[src/rtl/alu_pkg.sv]
// Shared ALU control encodings and the ID/EX held-instruction record.
// Used by id_ex_stage and fwd_mux.
package alu_pkg;

  localparam int ID_EX_WIDTH = 32;
  localparam int ID_EX_AW    = 5;

  localparam logic [3:0] ALU_AND  = 4'b0000;
  localparam logic [3:0] ALU_OR   = 4'b0001;
  localparam logic [3:0] ALU_ADD  = 4'b0010;
  localparam logic [3:0] ALU_XOR  = 4'b0011;
  localparam logic [3:0] ALU_SUB  = 4'b0110;
  localparam logic [3:0] ALU_SLT  = 4'b0111;
  localparam logic [3:0] ALU_SLTU = 4'b1000;
  localparam logic [3:0] ALU_SLL  = 4'b1001;
  localparam logic [3:0] ALU_SRL  = 4'b1010;
  localparam logic [3:0] ALU_SRA  = 4'b1011;

  localparam logic [6:0] OPC_BRANCH = 7'b1100011;
  localparam logic [6:0] OPC_LOAD   = 7'b0000011;
  localparam logic [6:0] OPC_STORE  = 7'b0100011;
  localparam logic [6:0] OPC_OP     = 7'b0110011;
  localparam logic [6:0] OPC_OP_IMM = 7'b0010011;

  typedef struct packed {
    logic [ID_EX_AW-1:0]    rs1_addr;
    logic [ID_EX_AW-1:0]    rs2_addr;
    logic [ID_EX_AW-1:0]    rd_addr;
    logic [ID_EX_WIDTH-1:0] rs1_data;
    logic [ID_EX_WIDTH-1:0] rs2_data;
    logic [ID_EX_WIDTH-1:0] imm;
    logic                   use_imm;
    logic [3:0]             alu_op;
    logic [2:0]             funct3;
    logic [6:0]             opcode;
    logic                   reg_write;
    logic                   mem_read;
  } id_ex_t;

  // True when a writer to rd produces the value a reader of rs needs; x0 never matches.
  function automatic logic rs_match(input logic [ID_EX_AW-1:0] rs,
                                    input logic [ID_EX_AW-1:0] rd,
                                    input logic                we);
    return we && (rd != '0) && (rd == rs);
  endfunction

endpackage

[src/rtl/fwd_mux.sv]
// One operand's forwarding select: MEM result over WB data over the registered value.
module fwd_mux
  import alu_pkg::*;
#(
  parameter int WIDTH  = 32,
  parameter int REG_AW = 5
) (
  input  logic [REG_AW-1:0] rs_addr,
  input  logic [WIDTH-1:0]  rs_data,
  input  logic [REG_AW-1:0] mem_rd_addr,
  input  logic              mem_reg_write,
  input  logic [WIDTH-1:0]  mem_result,
  input  logic [REG_AW-1:0] wb_rd_addr,
  input  logic              wb_reg_write,
  input  logic [WIDTH-1:0]  wb_data,
  output logic [WIDTH-1:0]  fwd_data
);

  always_comb begin
    fwd_data = rs_data;
    if (rs_match(rs_addr, mem_rd_addr, mem_reg_write)) begin
      fwd_data = mem_result;
    end else if (rs_match(rs_addr, wb_rd_addr, wb_reg_write)) begin
      fwd_data = wb_data;
    end
  end

endmodule

[src/rtl/id_ex_stage.sv]
// ID/EX pipeline register feeding the ALU, with RAW hazard handling.
// Define ID_EX_FORWARD_EN for MEM/WB forwarding; otherwise RAW dependencies stall.
module id_ex_stage
  import alu_pkg::*;
#(
  parameter int WIDTH  = 32,
  parameter int REG_AW = 5
) (
  input  logic              clk,
  input  logic              rst_n,
  input  logic              dec_valid,
  output logic              dec_ready,
  input  logic [REG_AW-1:0] dec_rs1_addr,
  input  logic [REG_AW-1:0] dec_rs2_addr,
  input  logic [REG_AW-1:0] dec_rd_addr,
  input  logic [WIDTH-1:0]  dec_rs1_data,
  input  logic [WIDTH-1:0]  dec_rs2_data,
  input  logic [WIDTH-1:0]  dec_imm,
  input  logic              dec_use_imm,
  input  logic [3:0]        dec_alu_op,
  input  logic [2:0]        dec_funct3,
  input  logic [6:0]        dec_opcode,
  input  logic              dec_reg_write,
  input  logic              dec_mem_read,
  input  logic              ex_ready,
  input  logic              flush,
  input  logic [REG_AW-1:0] mem_rd_addr,
  input  logic              mem_reg_write,
  input  logic [WIDTH-1:0]  mem_result,
  input  logic [REG_AW-1:0] wb_rd_addr,
  input  logic              wb_reg_write,
  input  logic [WIDTH-1:0]  wb_data,
  output logic              ex_valid,
  output logic [WIDTH-1:0]  in1,
  output logic [WIDTH-1:0]  rs2_out,
  output logic [3:0]        ALUOp_control,
  output logic [2:0]        funct3,
  output logic [6:0]        opcode,
  output logic [REG_AW-1:0] ex_rd_addr,
  output logic              ex_reg_write,
  output logic              ex_mem_read,
  output logic [WIDTH-1:0]  ex_store_data
);

  id_ex_t ex_q, ex_d;
  logic   ex_valid_q, ex_valid_d;

  logic             load_use;
  logic             hazard;
  logic             accept;
  logic [WIDTH-1:0] rs1_fwd;
  logic [WIDTH-1:0] rs2_fwd;

  // A load in EX cannot supply its data until MEM, so a dependent reader waits one slot.
  assign load_use = ex_valid_q && ex_q.mem_read &&
                    (rs_match(dec_rs1_addr, ex_q.rd_addr, 1'b1) ||
                     rs_match(dec_rs2_addr, ex_q.rd_addr, 1'b1));

`ifdef ID_EX_FORWARD_EN
  assign hazard = load_use;

  fwd_mux #(.WIDTH(WIDTH), .REG_AW(REG_AW)) u_fwd_rs1 (
    .rs_addr      (ex_q.rs1_addr),
    .rs_data      (ex_q.rs1_data),
    .mem_rd_addr  (mem_rd_addr),
    .mem_reg_write(mem_reg_write),
    .mem_result   (mem_result),
    .wb_rd_addr   (wb_rd_addr),
    .wb_reg_write (wb_reg_write),
    .wb_data      (wb_data),
    .fwd_data     (rs1_fwd)
  );

  fwd_mux #(.WIDTH(WIDTH), .REG_AW(REG_AW)) u_fwd_rs2 (
    .rs_addr      (ex_q.rs2_addr),
    .rs_data      (ex_q.rs2_data),
    .mem_rd_addr  (mem_rd_addr),
    .mem_reg_write(mem_reg_write),
    .mem_result   (mem_result),
    .wb_rd_addr   (wb_rd_addr),
    .wb_reg_write (wb_reg_write),
    .wb_data      (wb_data),
    .fwd_data     (rs2_fwd)
  );
`else
  logic raw_ex;
  logic raw_mem;
  logic unused_fwd;

  // WB needs no check: the register file writes before it is read.
  assign raw_ex  = rs_match(dec_rs1_addr, ex_q.rd_addr, ex_valid_q && ex_q.reg_write) ||
                   rs_match(dec_rs2_addr, ex_q.rd_addr, ex_valid_q && ex_q.reg_write);
  assign raw_mem = rs_match(dec_rs1_addr, mem_rd_addr, mem_reg_write) ||
                   rs_match(dec_rs2_addr, mem_rd_addr, mem_reg_write);
  assign hazard  = load_use || raw_ex || raw_mem;

  assign rs1_fwd = ex_q.rs1_data;
  assign rs2_fwd = ex_q.rs2_data;

  assign unused_fwd = ^{mem_result, wb_rd_addr, wb_reg_write, wb_data,
                        ex_q.rs1_addr, ex_q.rs2_addr};
`endif

  assign dec_ready = rst_n && !flush && !hazard && (!ex_valid_q || ex_ready);
  assign accept    = dec_valid && dec_ready;

  always_comb begin
    // NOTE: defaults first so every path assigns both _d signals; without them
    // the hold case would infer latches.
    ex_d       = ex_q;
    ex_valid_d = ex_valid_q;
    if (accept) begin
      ex_d.rs1_addr  = dec_rs1_addr;
      ex_d.rs2_addr  = dec_rs2_addr;
      ex_d.rd_addr   = dec_rd_addr;
      ex_d.rs1_data  = dec_rs1_data;
      ex_d.rs2_data  = dec_rs2_data;
      ex_d.imm       = dec_imm;
      ex_d.use_imm   = dec_use_imm;
      ex_d.alu_op    = dec_alu_op;
      ex_d.funct3    = dec_funct3;
      ex_d.opcode    = dec_opcode;
      ex_d.reg_write = dec_reg_write;
      ex_d.mem_read  = dec_mem_read;
      ex_valid_d     = 1'b1;
    end else if (ex_ready || flush) begin
      ex_valid_d = 1'b0;
    end
  end

  always_ff @(posedge clk) begin
    // NOTE: non-blocking for every flop; the held fields are ordinary flops,
    // not a memory, so they reset too and every output reads 0 out of reset.
    if (!rst_n) begin
      ex_q       <= '0;
      ex_valid_q <= 1'b0;
    end else begin
      ex_q       <= ex_d;
      ex_valid_q <= ex_valid_d;
    end
  end

  assign ex_valid      = ex_valid_q;
  assign in1           = rs1_fwd;
  assign rs2_out       = ex_q.use_imm ? ex_q.imm : rs2_fwd;
  assign ex_store_data = rs2_fwd;
  assign ALUOp_control = ex_q.alu_op;
  assign funct3        = ex_q.funct3;
  assign opcode        = ex_q.opcode;
  assign ex_rd_addr    = ex_q.rd_addr;
  assign ex_reg_write  = ex_q.reg_write;
  assign ex_mem_read   = ex_q.mem_read;

endmodule

[config.mk]
export PLATFORM = sky130hd
export DESIGN_NAME = id_ex_stage
export DESIGN_NICKNAME = d
export VERILOG_FILES = /design/src/rtl/alu_pkg.sv /design/src/rtl/fwd_mux.sv /design/src/rtl/id_ex_stage.sv
export SDC_FILE = /design/constraint.sdc
export NUM_CORES = 1
export LEC_CHECK = 0
export BUFFER_PORTS_ARGS = -buffer_cell sky130_fd_sc_hd__buf_2
export CAP_MARGIN = 40
export CORE_AREA = 3 3 125 127
export DETAILED_ROUTE_END_ITERATION = 8
export DIE_AREA = 0 0 128 130
export GPL_TIMING_DRIVEN = 0
export HOLD_SLACK_MARGIN = 0.03
export PLACE_DENSITY = 0.74
export SLEW_MARGIN = 5
export SYNTH_ARGS = -nofsm -noshare
export SYNTH_HDL_FRONTEND = slang
export SYNTH_SLANG_ARGS = --single-unit
[constraint.sdc]
create_clock -name clk -period 4.2 [get_ports clk]
set_clock_uncertainty 0.2 [all_clocks]
set_input_delay 1.05 -clock clk [delete_from_list [all_inputs] [get_ports clk]]
set_output_delay 1.05 -clock clk [all_outputs]
set_load 0.05 [all_outputs]
==> metrics.md, run 1 <==
| Metric | Value |
|---|---|
| Run status | `finished, final reports clean` |
| Fin. max-slew vios | `0` |
| Die extent in y | `~130 µm` |
| Dpl hpwl | `between 10,000 and 15,000 µm` |
| Clk Latency, worst-skew pair | `0.40 ns` |
| Startpoint Class | `flop` |
| Post-CTS Setup Inserts | `0` |
| Dominant synthesized flop cell | `dfxtp_1` |
| VDD IR-drop max | `roughly 0.29 mV` |
| Cell Area, Synth | `0.00597 mm²` |
| Router iterations before antenna repair | `4` |
| Clock root buffer | `clkbuf_16` |
| R2R setup slack | `2.04 ns` |
| Die width | `~130 µm` |
| Via count | `between 5,000 and 6,000` |
| First-pass GRT wire length | `roughly 26,000 µm` |
| M1 wire length | `6990 µm` |
| Largest net degree at the start of global routing | `17` |
| Cell accounting for the most synthesized area | `dfxtp_1` |
| H-Tree Depth | `4` |
| Max Fclk | `288 MHz` |
| Top post-synthesis cells by area | `dfxtp_1 (40%), mux2i_1 (20%), nand2_1 (15%)` |
| Mean Syn Cell Area | `around 8.8 µm²` |
| Nature of the critical path endpoint | `primary output` |
| RSZ-0062 raised after global routing | `false` |
| Core ar. | `0.0145 mm²` |
| CP arrival | `~2.2 ns` |
| Power per Cell Area | `roughly 390 mW/mm²` |
| Max cap viols | `0` |
| Starting density of the core | `41.1%` |
| Port bufs | `257` |
| Total die area | `between 0.015 and 0.02 mm²` |
| Synth cell types | `21` |
| CP Class | `reg2out` |
| Most frequent cell after synthesis | `nand2_1` |
| Gr ovfl total | `0` |
| CTS resizes | `0` |
| Vias in the first global route | `about 5,200` |
| Highest Signal Layer | `met5` |
| Antenna Cells | `0` |
| CTS tree | `done` |
| Met3 wire len | `~1400 µm` |
| Synth cell count leaders | `nand2_1 (241), dfxtp_1 (119), mux2i_1 (118)` |
| Final wirelength | `16,600 µm` |
| Hold Buf Count CTS | `0` |
| Setup TNS | `0 ns` |
| Met2 Routed Length | `7970 µm` |
| Register area share after synthesis | `between 30% and 40%` |
| Area of the multi-input gates | `0.00273 mm²` |
| Vias per cell | `~4.6` |
| FFs w/ async S/R, synth | `0%` |
| Hold slack | `0.252 ns` |
| Synthesized instance count | `~680` |
| CTS Buf Count | `17` |
| Clk sink count | `119` |
| Final worst-path cycle share | `82.8%` |
| CP required | `2.95 ns` |
| Final Setup Violations | `0` |
| Post-synth top area share | `39.9%` |
| Worst-case clock buffer depth | `2` |
| I/O pins | `328` |
| Relative slew slack | `57.4%` |
| Area grow syn2layout | `35.4%` |
| RePlAce Congestion | `between 0.8 and 0.9` |
| Critical path fanouts, max | `10` |
| Seq. cell area | `0.00238 mm²` |
| Layout cells sized above 1 | `43.0%` |
| WL/cell | `around 14 µm` |
| Initial DRC Count | `roughly 170` |
| Final Hold Viols | `0` |
| Initial antenna violation count | `1` |
| # nets final | `roughly 1,200` |
| Worst Hold Class | `reg2reg` |
| Detail Route Antenna Nets | `0` |
| Slew @ Worst Pin | `between 0.6 and 0.7 ns` |
| Reg clk slew, reported paths | `about 0.050 ns` |
| Placed inst area | `approximately 0.0075 mm²` |
| Net Count, Synth | `approximately 900` |
| Residual DRC | `0` |
| Fillers | `roughly 1,300` |
| Post-synth EDFFs | `0` |
| Std-Cell Rows | `44` |
| Final Critical Period | `3.48 ns` |
| Yosys Warn Count | `0` |
| Fin area | `0.00809 mm²` |
| Total track usage | `19.7%` |
| Leakage | `3.94 nW` |
| #FFs+latches synth | `119` |
placed cells by master, fill, tap and decap left out, drive strengths merged:
cell type and n:
a21oi 2, a22oi 1, a32oi 1, and2 1, and3 1, buf 353, bufinv 3, clkbuf 53
clkinv 5, clkinvlp 1, dfxtp 119, inv 1, mux2 32, mux2i 118, nand2 241, nand2b 1
nand3 4, nor2 3, nor3 2, o21ai 1, o22ai 2, xnor2 20
final timing paths:
path                      start     endpoint  cells past startpoint
setup / recovery       ex_q[16]  rs2_out[27]                      4
hold / removal           in1[6]       in1[6]                      2
setup reg to reg  ex_rd_addr[4]       in1[9]                      9
hold reg to reg          in1[6]       in1[6]                      2
registers in the layout, indices dropped and copies added (netlist names):
register,count
ALUOp_control,4
ex_mem_read,1
ex_q,33
ex_rd_addr,5
ex_reg_write,1
ex_store_data,32
ex_valid,1
funct3,3
in1,32
opcode,7
layer usage:
layer | global-route usage [%] | vias up
met4 | 5.93 | 2
li1 | - | 2658
met2 | 32.8 | 202
met1 | 23.7 | 2417
met5 | 0 | -
met3 | 7.49 | 19
critical path, cell delays in order, from the launching register on:
cell	delay, ns
dfxtp_1	0.30
clkbuf_1	0.37
clkbuf_1	0.53
mux2_2	0.41
buf_2	0.21
power by group:
part / total [W] / switching (W) / internal, W
logic: 0.000501 / 0.000310 / 0.000191
clock network: 0.00147 / 0.000499 / 0.000975
registers: 0.00120 / 0.0000262 / 0.00117
total: 0.00317 / 0.000836 / 0.00234
area by class of cell:
class,instances,area share [%]
timing repair buffer,257,15.9
tap,184,2.85
clock buffer,23,5.91
inverter,1,0.0464
clock inverter,9,1.52
buffer,126,10.6
multi-input combinational,430,33.8
sequential,119,29.4
through the flow:
step,util [%],instances,worst slack [ns],power (W)
2_1_floorplan,-,676,0.973,0.00157
3_3_place_gp,51.5,1117,0.823,0.00172
3_5_place_dp,51.5,1117,0.807,0.00173
4_1_cts,55.7,1149,0.613,0.00320
5_1_grt,55.7,1149,0.520,0.00330
6_report,55.7,1149,0.722,0.00317
cells by family (layout without fill, tap and decap cells):
family / Yosys count / count (layout) / share of synthesized area [%]
flops: 119 / 119 / 39.9
mux: 150 / 150 / 25.8
xor+xnor: 20 / 20 / 2.93
compound gates: 7 / 7 / 0.859
simple gates: 253 / 253 / 16.1
buf+inv: 127 / 416 / 14.4
Power figures use the tool's default switching activity.
==> run 2: changes to the inputs <==
CORE_AREA = 3 3 127 129   (was 3 3 125 127)
DIE_AREA = 0 0 130 132   (was 0 0 128 130)
PLACE_DENSITY = 0.72   (was 0.74)
clock period = 3.4 ns   (was 4.2 ns; I/O delays follow)
==> metrics.md, run 2 (synthesis gave the netlist of run 1 again) <==
| Metric | Value |
|---|---|
| Layout cells sized above 1 | `43.4% (+0.41 points)` |
| Total power | `0.00400 W (+26%)` |
| Final Hold Viols | `0 (unchanged)` |
| # nets final | `1,161 (unchanged)` |
| Met1 GRT Util | `22.7% (-0.99 points)` |
| RePlAce Congestion | `0.798 (-4.4%)` |
| Area grow syn2layout | `36.0%` |
| H-Tree Depth | `4 (unchanged)` |
| Residual DRC | `0 (unchanged)` |
| Core ar. | `0.0151 mm² (+4.2%)` |
| Fillers | `1,437 (+6.5%)` |
| Largest register FFs | `33 (unchanged)` |
| RSZ-0062 raised after global routing | `false` |
| Run status | `finished, final reports clean` |
| Total track usage | `19.1% (-0.63 points)` |
| Vias per cell | `4.59 (-0.40%)` |
| Nature of the critical path endpoint | `primary output` |
| Worst-case clock buffer depth | `2 (unchanged)` |
| CP arrival | `2.11 ns (-0.12 ns)` |
| CP Class | `reg2out` |
| Router iterations before antenna repair | `4 (unchanged)` |
| Largest Register | `ex_q` |
| Final Critical Period | `between 3 and 4 ns` |
| Die width | `130 µm (+1.6%)` |
| I/O pins | `328 (unchanged)` |
| Setup TNS | `0 ns (unchanged)` |
| Final Setup Violations | `0 (unchanged)` |
| Clk Latency, worst-skew pair | `0.41 ns (about the same)` |
| Die extent in y | `132 µm (+1.5%)` |
| Largest net degree at the start of global routing | `17 (unchanged)` |
| Reg clk slew, reported paths | `0.06 ns (about the same)` |
| Startpoint Class | `flop` |
| CP required | `2.35 ns (-0.60 ns)` |
| Gr ovfl total | `0 (unchanged)` |
| Slew @ Worst Pin | `0.628 ns (-0.0112 ns)` |
| Std-Cell Rows | `45 (+2.3%)` |
| WL/cell | `14.5 µm (about the same)` |
| Routing usage on met2 | `32.2% (-0.63 points)` |
| Via count | `5,300 (+0.038%)` |
| Most frequent cells in the layout | `buf_2 (257), nand2_1 (241), dfxtp_1 (119), mux2i_1 (118), buf_4 (92)` |
| CTS tree | `done` |
| First-pass GRT wire length | `26,000 µm (+0.80%)` |
| Total die area | `0.0172 mm² (+3.1%)` |
| Final wirelength | `16,700 µm (+0.48%)` |
| Max cap viols | `0 (unchanged)` |
| Fin. max-slew vios | `0 (unchanged)` |
| Max stage delay on crit path | `0.41 ns (-0.12 ns)` |
| Starting density of the core | `39.4% (-1.7 points)` |
| CTS Buf Count | `17 (unchanged)` |
| CP max stage cell | `clkbuf_1` |
| Initial antenna violation count | `0 (-1)` |
| Final worst-path cycle share | `approximately 93%` |
| Clock root buffer | `clkbuf_16` |
| Dpl hpwl | `12,500 µm (+0.37%)` |
| Cells along the critical path | `clkbuf_1 > clkbuf_2 > mux2_2 > buf_2` |
| GRT met3 Usage | `6.85% (-0.64 points)` |
| VDD IR-drop max | `0.348 mV (+19%)` |
| Clk sink count | `119 (unchanged)` |
| Power per Cell Area | `492 mW/mm² (+26%)` |
| Relative slew slack | `58.2% (+0.75 points)` |
| Detail Route Antenna Nets | `0 (unchanged)` |
| Initial DRC Count | `168 (+1.8%)` |
| Port bufs | `257 (unchanged)` |
| Critical path fanouts, max | `10 (unchanged)` |
| Hold slack | `0.253 ns (+0.00159 ns)` |
| Leakage | `3.94 nW (about the same)` |
| Worst Hold Class | `reg2reg` |
| Max Fclk | `roughly 320 MHz` |
| Grt peak-use layer | `met2` |
| Hold Buf Count CTS | `0 (unchanged)` |
| Vias in the first global route | `5,248 (+1.6%)` |
| Most common cell after layout, fill and taps aside | `buf_2` |
[run 2: cell count changes in the layout (fill, tap and decap cells not counted), sizes merged]
cell      change
clkinv        -2
clkbuf        -3
bufinv        +1
clkinvlp      +4
diode         +1
[run 2: area by class of cell]
class | instances | area, µm² | area share, %
clock inverters | 12 | 176 | 2.17
multi-input cells | 430 | 2730 | 33.6
flip-flops and latches | 119 | 2380 | 29.3
repair buffers | 257 | 1290 | 15.8
inverters | 1 | 3.75 | 0.0462
well taps | 188 | 235 | 2.89
diodes | 1 | 2.50 | 0.0308
plain buffers | 126 | 860 | 10.6
clock buffers | 20 | 447 | 5.50
[run 2: what timing repair did]
item	in CTS	in global routing
setup endpoints to repair	1	20
buffers inserted	0	0
resized for setup	1	4
[run 2: report_power, final]
| part | leakage [nW] | internal (W) | switching (W) |
|---|---|---|---|
| Clock | 0.288 | 0.00124 | 0.000659 |
| Combinational | 2.69 | 0.000236 | 0.000383 |
| Sequential | 0.967 | 0.00145 | 0.0000329 |
[run 2: final timing paths]
path                 start          end  slack [ns]  cells after the start
max               ex_q[16]  rs2_out[30]        0.24                      4
min               ex_q[19]     ex_q[19]        0.25                      2
max reg2reg  ex_rd_addr[4]       in1[2]        1.13                      9
min reg2reg       ex_q[19]     ex_q[19]        0.25                      2
[run 2: stage by stage]
stage,utilization [%],area (µm²),instances,worst slack [ns]
3_3_place_gp,49.5,7500,1121,0.325
4_1_cts,53.6,8120,1153,0.00539
6_report,53.6,8130,1154,0.241
3_5_place_dp,49.5,7500,1121,0.289
2_1_floorplan,-,5970,676,0.573
5_1_grt,53.6,8120,1153,0.127
[run 2: worst max-delay path: cells and delay by family, from the launching register on]
kind / cells / cell delay (ns)
buffers and inverters: 3 / 1.01
flip-flops: 1 / 0.30
multiplexers: 1 / 0.38
[run 2: metal layers]
layer,share of wire (%),vias up
met2,49,194
met3,8.0,14
met5,0,-
li1,-,2658
met4,1.3,0
met1,42,2434
==> run 3: changes to the inputs <==
RECOVER_POWER = 25   (was not set)
==> metrics.md, run 3 (synthesis gave the netlist of run 1 again) <==
| Metric | Value |
|---|---|
| I/O pins | `328 (unchanged)` |
| Final wirelength | `16,700 µm (+0.21%)` |
| Largest Register | `ex_q` |
| Clk Latency, worst-skew pair | `0.41 ns (about the same)` |
| Leakage | `3.69 nW (-6.3%)` |
| Core ar. | `0.0151 mm² (unchanged)` |
| Fin. max-slew vios | `0 (unchanged)` |
| RSZ-0062 raised after global routing | `false` |
| Most common cell after layout, fill and taps aside | `nand2_1` |
| Area grow syn2layout | `34.8%` |
| Worst-case clock buffer depth | `2 (unchanged)` |
| Total die area | `0.0172 mm² (unchanged)` |
| CP max stage cell | `clkbuf_1` |
| Fillers | `1,471 (+2.4%)` |
| Dpl hpwl | `12,500 µm (unchanged)` |
| Via count | `5,301 (+0.019%)` |
| Final core utilization | `53.2% (-0.49 points)` |
| Startpoint Class | `flop` |
| Final worst-path cycle share | `93.0% (about the same)` |
| CTS resizes | `1 (unchanged)` |
| Most frequent cells in the layout | `nand2_1 (241), buf_2 (198), dfxtp_1 (119), mux2i_1 (118), buf_4 (92)` |
| H-Tree Depth | `4 (unchanged)` |
| Router iterations before antenna repair | `4 (unchanged)` |
| Largest register FFs | `33 (unchanged)` |
| Std-Cell Rows | `45 (unchanged)` |
| Die extent in y | `132 µm (unchanged)` |
| RePlAce Congestion | `0.798 (unchanged)` |
| Residual DRC | `0 (unchanged)` |
| Seq. cell area | `0.00238 mm² (unchanged)` |
| Hold slack | `0.253 ns (-0.0000970 ns)` |
| WL/cell | `14.5 µm (+0.21%)` |
| Buf/Inv on CP | `3 (unchanged)` |
| Power per Cell Area | `496 mW/mm² (+0.78%)` |
| # nets final | `1,161 (unchanged)` |
| Port bufs | `257 (unchanged)` |
| Vias per cell | `4.59 (about the same)` |
| Final Setup Violations | `0 (unchanged)` |
| Max cap viols | `0 (unchanged)` |
| Gr ovfl total | `0 (unchanged)` |
| Vias in the first global route | `5,248 (unchanged)` |
| Hold Buf Count CTS | `0 (unchanged)` |
| Largest net degree at the start of global routing | `17 (unchanged)` |
| Area of the multi-input gates | `0.00273 mm² (unchanged)` |
| Max stage delay on crit path | `0.41 ns (about the same)` |
| Worst path top cell family by delay | `buffers and inverters` |
| Final Hold Viols | `0 (unchanged)` |
| Clk sink count | `119 (unchanged)` |
| First-pass GRT wire length | `26,000 µm (unchanged)` |
| Nature of the critical path endpoint | `primary output` |
| Cells along the critical path | `clkbuf_1 > clkbuf_2 > mux2_2 > buf_2` |
| Run status | `finished, final reports clean` |
| CP arrival | `2.11 ns (about the same)` |
| Post-CTS Setup Inserts | `0 (unchanged)` |
| Max Fclk | `316 MHz (about the same)` |
| Worst Hold Class | `reg2reg` |
| Initial antenna violation count | `0 (unchanged)` |
| Detail Route Antenna Nets | `0 (unchanged)` |
| Relative slew slack | `57.5% (-0.70 points)` |
| Die width | `130 µm (unchanged)` |
| Critical path fanouts, max | `10 (unchanged)` |
| Total track usage | `19.1% (unchanged)` |
| CP required | `2.35 ns (about the same)` |
| CP Class | `reg2out` |
| CTS tree | `done` |
| Slew @ Worst Pin | `0.641 ns (+0.0133 ns)` |
| Reg clk slew, reported paths | `0.06 ns (about the same)` |
| Setup TNS | `0 ns (unchanged)` |
| Initial DRC Count | `166 (-1.2%)` |
| CTS Buf Count | `17 (unchanged)` |
| Starting density of the core | `39.4% (unchanged)` |
| Final Critical Period | `3.16 ns (+0.00170 ns)` |
| Clock root buffer | `clkbuf_16` |
| VDD IR-drop max | `0.348 mV (about the same)` |
| Layout cells sized above 1 | `37.3% (-6.1 points)` |
-- run 3: layout make-up --
class                      instances  share of cell area [%]
antenna                            1                  0.0311
buffer                           126                    10.7
clock buffer                      20                    5.55
inverter                           1                  0.0466
clock inverter                    12                    2.19
tap                              188                    2.92
timing repair buffer             257                    15.1
sequential                       119                    29.6
multi-input combinational        430                    33.9
-- run 3: where the power goes --
part           switching, W  total [W]  internal (W)
Clock              0.000660    0.00190       0.00124
Sequential        0.0000329    0.00148       0.00145
Combinational      0.000384   0.000613      0.000228
-- run 3: worst reg2reg max path: stages, from the launching register on --
cell and delay (ns):
dfxtp_1 0.47, xnor2_1 0.12, nand3_1 0.09, o22ai_1 0.10, a32oi_2 0.20, and3_1 0.23
buf_6 0.17, buf_6 0.19, buf_8 0.17, mux2i_1 0.22
-- run 3: path summary, 6_finish.rpt --
check                           slack, ns    endpoint          start  depth (start not counted)
worst max-delay path                 0.24  rs2_out[1]       ex_q[16]                          4
worst min-delay path                 0.25    ex_q[19]       ex_q[19]                          2
worst max register to register       1.13      in1[2]  ex_rd_addr[4]                          9
worst min register to register       0.25    ex_q[19]       ex_q[19]                          2
-- run 3: metal layers --
layer | track usage [%] | part of all wire [%] | wire, µm | vias to the layer above
li1 | - | - | - | 2657
met1 | 22.7 | 43 | 7110 | 2443
met2 | 32.2 | 49 | 8110 | 187
met3 | 6.85 | 7.7 | 1290 | 14
met4 | 5.31 | 1.3 | 210 | 0
met5 | 0 | 0 | 0 | -
-- run 3: metrics by stage --
| stage | instance area, µm² | std cells | worst slack (ns) | power, W |
|---|---|---|---|---|
| 2_1_floorplan | 5970 | 676 | 0.573 | 0.00194 |
| 3_3_place_gp | 7500 | 1121 | 0.325 | 0.00213 |
| 3_5_place_dp | 7500 | 1121 | 0.289 | 0.00213 |
| 4_1_cts | 8120 | 1153 | 0.00539 | 0.00405 |
| 5_1_grt | 8050 | 1153 | 0.127 | 0.00414 |
| 6_report | 8050 | 1154 | 0.239 | 0.00400 |
